File: src/rtl/m_w_stage.sv
// Memory-to-writeback pipeline register with writeback-stage load extraction,
// register-file write select, alignment check and retired-instruction counter.
module m_w_stage #(
    parameter logic [31:0] RESET_PC = 32'h0000_3000
) (
    input  logic        clk,
    input  logic        reset,
    input  logic        stall,
    input  logic        flush,
    input  logic        M_valid,
    input  logic [31:0] M_pc,
    input  logic        M_reg_we,
    input  logic [4:0]  M_rd,
    input  logic        M_mem_to_reg,
    input  logic        M_link,
    input  logic [2:0]  M_load_type,
    input  logic [1:0]  M_addr_lo,
    input  logic [31:0] M_alu_res,
    input  logic [31:0] M_dm_rd,
    output logic        W_valid,
    output logic [31:0] W_pc,
    output logic        W_rf_we,
    output logic [4:0]  W_rf_addr,
    output logic [31:0] W_rf_wd,
    output logic        W_align_err,
    output logic [31:0] retire_cnt
);

    localparam logic [2:0] LdLw  = 3'd0;
    localparam logic [2:0] LdLb  = 3'd1;
    localparam logic [2:0] LdLbu = 3'd2;
    localparam logic [2:0] LdLh  = 3'd3;
    localparam logic [2:0] LdLhu = 3'd4;

    logic        valid_q;
    logic [31:0] pc_q;
    logic        reg_we_q;
    logic [4:0]  rd_q;
    logic        mem_to_reg_q;
    logic        link_q;
    logic [2:0]  load_type_q;
    logic [1:0]  addr_lo_q;
    logic [31:0] alu_res_q;
    logic [31:0] dm_rd_q;
    logic [31:0] retire_q;

    always_ff @(posedge clk) begin
        if (reset) begin
            valid_q      <= 1'b0;
            pc_q         <= RESET_PC;
            reg_we_q     <= 1'b0;
            rd_q         <= 5'd0;
            mem_to_reg_q <= 1'b0;
            link_q       <= 1'b0;
            load_type_q  <= 3'd0;
            addr_lo_q    <= 2'd0;
            alu_res_q    <= 32'd0;
            dm_rd_q      <= 32'd0;
            retire_q     <= 32'd0;
        end else if (flush) begin
            // Bubble keeps the PC for tracing; data fields are don't-care.
            valid_q      <= 1'b0;
            pc_q         <= M_pc;
            reg_we_q     <= 1'b0;
            rd_q         <= 5'd0;
            mem_to_reg_q <= 1'b0;
            link_q       <= 1'b0;
            load_type_q  <= M_load_type;
            addr_lo_q    <= M_addr_lo;
            alu_res_q    <= M_alu_res;
            dm_rd_q      <= M_dm_rd;
        end else if (!stall) begin
            valid_q      <= M_valid;
            pc_q         <= M_pc;
            reg_we_q     <= M_reg_we;
            rd_q         <= M_rd;
            mem_to_reg_q <= M_mem_to_reg;
            link_q       <= M_link;
            load_type_q  <= M_load_type;
            addr_lo_q    <= M_addr_lo;
            alu_res_q    <= M_alu_res;
            dm_rd_q      <= M_dm_rd;
            if (M_valid) begin
                retire_q <= retire_q + 32'd1;
            end
        end
    end

    logic [7:0]  ld_byte;
    logic [15:0] ld_half;
    logic [31:0] ld_data;
    logic        is_half;
    logic        is_word;

    always_comb begin
        ld_byte = 8'd0;
        ld_half = addr_lo_q[1] ? dm_rd_q[31:16] : dm_rd_q[15:0];
        unique case (addr_lo_q)
            2'd0: ld_byte = dm_rd_q[7:0];
            2'd1: ld_byte = dm_rd_q[15:8];
            2'd2: ld_byte = dm_rd_q[23:16];
            2'd3: ld_byte = dm_rd_q[31:24];
            default: ld_byte = 8'd0;
        endcase
        is_half = (load_type_q == LdLh) || (load_type_q == LdLhu);
        is_word = !(is_half || (load_type_q == LdLb) || (load_type_q == LdLbu));
        case (load_type_q)
            LdLb:    ld_data = {{24{ld_byte[7]}}, ld_byte};
            LdLbu:   ld_data = {24'd0, ld_byte};
            LdLh:    ld_data = {{16{ld_half[15]}}, ld_half};
            LdLhu:   ld_data = {16'd0, ld_half};
            default: ld_data = dm_rd_q;
        endcase
    end

    always_comb begin
        W_valid     = valid_q;
        W_pc        = pc_q;
        W_rf_we     = valid_q & reg_we_q & (rd_q != 5'd0);
        W_rf_addr   = W_rf_we ? rd_q : 5'd0;
        W_align_err = valid_q & mem_to_reg_q &
                      ((is_half & addr_lo_q[0]) | (is_word & (addr_lo_q != 2'd0)));
        if (link_q) begin
            W_rf_wd = pc_q + 32'd8;
        end else if (mem_to_reg_q) begin
            W_rf_wd = ld_data;
        end else begin
            W_rf_wd = alu_res_q;
        end
        retire_cnt = retire_q;
    end

endmodule

File: config.mk
export PLATFORM = sky130hd
export DESIGN_NAME = m_w_stage
export DESIGN_NICKNAME = d
export VERILOG_FILES = /design/src/rtl/m_w_stage.sv
export SDC_FILE = /design/constraint.sdc
export NUM_CORES = 1
export LEC_CHECK = 0
export ABC_AREA = 1
export CAP_MARGIN = 40
export CORE_MARGIN = 1
export CORE_UTILIZATION = 69
export CTS_BUF_LIST = sky130_fd_sc_hd__clkbuf_4 sky130_fd_sc_hd__clkbuf_8 sky130_fd_sc_hd__clkbuf_16
export DETAILED_ROUTE_END_ITERATION = 12
export DONT_BUFFER_PORTS = 1
export GPL_TIMING_DRIVEN = 0
export PLACE_DENSITY = 0.92
export SLEW_MARGIN = 20
export SYNTH_ARGS = -nofsm -noshare
export SYNTH_HDL_FRONTEND = slang
export SYNTH_SLANG_ARGS = --single-unit
File: constraint.sdc
create_clock -name clk -period 3.6 [get_ports clk]
set_input_delay 0.54 -clock clk [delete_from_list [all_inputs] [get_ports clk]]
set_output_delay 0.54 -clock clk [all_outputs]
set_load 0.05 [all_outputs]
* Yosys cells after proc, flatten, opt, wreduce, memory -nomap -nowiden *
Cells that the tools add are included.

storage, ports and cells
  bits in registers = 142
  output and inout bits = 104
  logic and storage cells = 55

operators by class
  add/subtract/negate cells = 2
  equal/unequal tests = 8
  muxes and demuxes = 16
  bitwise operators = 9
  reductions and logical operators = 9

operator list
  cell                                           number
  two-way mux 32 bit                             8
  case mux 32 bit (4 select lines)               1
  adder 32 x 1 -> 32 bit, second input constant  1
  adder 32 x 4 -> 32 bit, second input constant  1
  case mux 8 bit (4 select lines)                1
  two-way mux 16 bit                             1
  AND 1 bit                                      6
  == test 3 x 2 -> 1 bit, second input constant  2
  two-way mux 3 bit                              2
  two-way mux 5 bit                              1
  nonzero test 5 bit                             1
  == test 2 bit, second input constant           2
  two-way mux 2 bit                              2
  == test 3 x 1 -> 1 bit, second input constant  1
  == test 3 bit, second input constant           1
  logical OR 1 bit                               3
  AND reduction 3 bit                            1
  == test 2 x 1 -> 1 bit, second input constant  1
  logical NOT 2 bit                              1
  != test 2 x 1 -> 1 bit, second input constant  1
  NOT 1 bit                                      2
  nonzero test 2 bit                             1
  OR reduction 2 bit                             1
  logical NOT 1 bit                              1
  OR 1 bit                                       1

* Logic depth before layout (Yosys ltp) *
  depth in word-level cells = 8
  gate-level depth with buffers = 11
  depth with buffers taken out = 11

* Worst setup path before layout *
Ideal clock, no wire load.

  path kind = reg2out
  from = register pc_q[3], in the netlist W_pc[3]
  to = output port W_rf_wd[16]
  data arrival time = 2.474 ns
  data required time = 3.060 ns
  path slack = 0.586 ns
  stages on the path, launching flop included = 7
  buffers on the path = 0
  path through = dfxtp_1 nand3_2 nor2_1 nand2_1 nor2_1 xnor2_1 o21ai_0

on the way
  longest elaborated chain between the ends = 2

ends and longest elaborated chain
  element                 RTL line  text
  start, declared         36        logic [31:0] pc_q;
  start signal, assigned  63        pc_q <= M_pc;
  start signal, assigned  74        pc_q <= M_pc;
  adder 32 x 4 -> 32 bit  124       W_rf_wd = pc_q + 32'd8;
  two-way mux 32 bit      123       if (link_q) begin
  end, declared           24        output logic [31:0] W_rf_wd,

Every way passes these cells.

* Final worst setup path *
  from = register pc_q[6], in the netlist W_pc[6]
  to = output port W_rf_wd[17]

The elaborated chain is that of the path after synthesis.

==> metrics.cfg <==
[global_route]
antenna_found_initial=3
gr-usage-met1_pct=57.9
grt_pass1_wl_mm=43.0
grt_pass1_vias=8337
gr-usage-all-layers_pct=48.7
met2_usage_pct=70.8
met3_usage_pct=21.9
grt_max_degree=17
overflow=0
top_usage_layer=met2

[run_status]
status=finished, final reports clean

[layout]
layout-drive-gt1-share_pct=8.42
fin_area_sq_mm=0.00891
final_common_cell=nor2_1
syn_to_final_growth_pct=12.2
final_cell_mix=nor2_1, nand2_1, o21ai_0, dfxtp_1, inv_1
layout.nets=1422

[timing]
rsz0062_at_grt=no
max_freq_ghz=0.287
finalMaxSlewViolations=0
relSlewSlack_pct=39.9
tightest_slew_ns=0.898
skew_ns=0.00526
finalCritPeriodShare_pct=96.9
hold_viol_final=0
setup_tns_ns=0
period_needed_ns=3.49
setup_viol=0

[detailed_routing]
dr.pass1.iters=10
drt_first_iter_violations=1344
via_per_inst=6.26
routedWlPerCell_um=19.3
ant_nets=0
finalWirelength_mm=28.2
route.detailed.drc=0
vias=9152

[die]
ios=218
fp.dieH_um=109
start_util_pct=72.0
coreArea_sq_mm=0.0110
die_w_um=109
die_area_sq_mm=0.0119
rows=38

[logic_synthesis]
yosysWarningCount=0
synth-seq-area-share_pct=35.8
postSynthAreaPerCell_sq_um=6.26
syn_inst=1268
syn_nets=1384
yosys_register_bits=142
yosysUniqueCellTypes=35
synth.cell_area_sq_mm=0.00794

[min_path]
min_from=M_pc[13]
hold_path_class=primary input to register

[clock_tree]
clk_pin_slew_ns=0.06
htreeDepth=4
holdBufCountCts=0
clock_path_buffers=2
cts_tree=yes
clk_latency_ns=0.44
post-cts-setup-buffer-count=0
root_buffer=clkbuf_16
numCtsBuffers=17
cts.sinks=142

[power]
ir_drop_uv=525
power.total_uw=4470
p_per_area_mw_per_mm2=501
p_leak_uw=0.00364

[placed_design]
gp_congestion=1.05
place_hpwl_mm=20.7
place_area_sq_mm=0.00824
port_buffers=0

[worst_setup_path]
criticalPathCategory=register to output port
critPathArrivalTime_ns=2.95
reg2reg_from=retire_cnt[1]
required_ns=3.06
cp-end-kind=output port
cp_cell_sequence=inv_1 > nor2_2 > nand3_1 > nor2_1 > xor2_1 > nand2_1 > o21ai_1 > buf_4
crit_start=W_pc[6]
crit_slowest_cell=dfxtp_1
critPathMaxFanout=5
start_kind=register
slowest_delay_ns=0.74

[flow_run]
maxCapViolations=0

-- what timing repair did --
action	CTS	global route
hold endpoints to repair	0	0
resized for setup	1	1
setup endpoints to repair	1	4
-- worst paths after layout --
check,end,slack (ns),cells after the start
min reg2reg,dm_rd_q[2],0.47,2
min,W_pc[13],0.22,2
max reg2reg,retire_cnt[18],1.47,10
max,W_rf_wd[17],0.11,8
-- where the power goes --
group / internal, uW / leakage [uW] / switching [uW]
combinational: 183 / 0.00217 / 526
clock: 1190 / 0.000295 / 727
sequential: 1660 / 0.00117 / 185
total: 3030 / 0.00364 / 1440
-- kinds of logic after synthesis --
logic type / share of synthesized area [%]
AO/OA/AOI/OAI: 19.3
XOR/XNOR: 1.21
adder cells (fa/ha/maj): 0.315
buffers and inverters: 9.34
flip-flops: 35.8
AND/OR/NAND/NOR: 34.1
-- per-stage QoR --
step                cells  setup slack, ns  hold slack, ns  utilization [%]
CTS                  1457           0.0824           0.218             80.5
global placement     1408            0.134           0.457             73.6
floorplan            1268            0.586           0.439                -
detailed placement   1425            0.485           0.462             74.7
global route         1462           0.0641           0.261             80.8
finish               1462            0.110           0.217             80.8
-- area by class of cell --
cell class / instances / area, sq um
Tap cell: 140 / 175
Fill cell: 815 / 2120
Timing Repair Buffer: 19 / 146
Antenna cell: 3 / 7.51
Clock inverter: 13 / 189
Buffer: 62 / 310
Clock buffer: 19 / 447
Inverter: 115 / 432
Multi-Input combinational cell: 949 / 4360
Sequential cell: 142 / 2850
-- registers in the layout, indices dropped and copies added, names as in the netlist --
register,cells
load_type_q,3
dm_rd_q,32
mem_to_reg_q,1
reg_we_q,1
link_q,1
W_valid,1
rd_q,5
addr_lo_q,2
retire_cnt,32
alu_res_q,32
W_pc,32
-- cells in the mapped netlist, drive strengths merged --
cell	number	area, sq um
a211oi	1	7.51
a21oi	99	495
and3	1	6.26
buf	31	194
clkbuf	31	116
dfxtp	142	2840
ha	2	25.0
inv	115	432
nand2	264	1010
nand3	60	348
nand3b	8	60.1
nand4	14	87.6
nor2	280	1120
nor3	12	60.1
nor3b	1	7.51
o211a	1	10.0
o211ai	15	113
o21a	1	7.51
o21ai	176	881
o21bai	1	7.51
o31ai	1	7.51
or2	1	6.26
xnor2	4	35.0
xor2	7	61.3
-- critical path: cells and delay by family, from the launching register on --
kind | cells | cell delay, ns
and+or+nand+nor | 4 | 0.87
DFF | 1 | 0.74
buffers and inverters | 2 | 0.52
xor gates and xnor gates | 1 | 0.24
AOI/OAI and AO/OA | 1 | 0.15
-- layer usage --
layer	wire [um]	vias to the layer above
li1	-	4194
met1	10200	4042
met2	11900	754
met3	4280	162
met4	1840	0
met5	0	-
No activity file was read; power rests on OpenSTA's default activity.
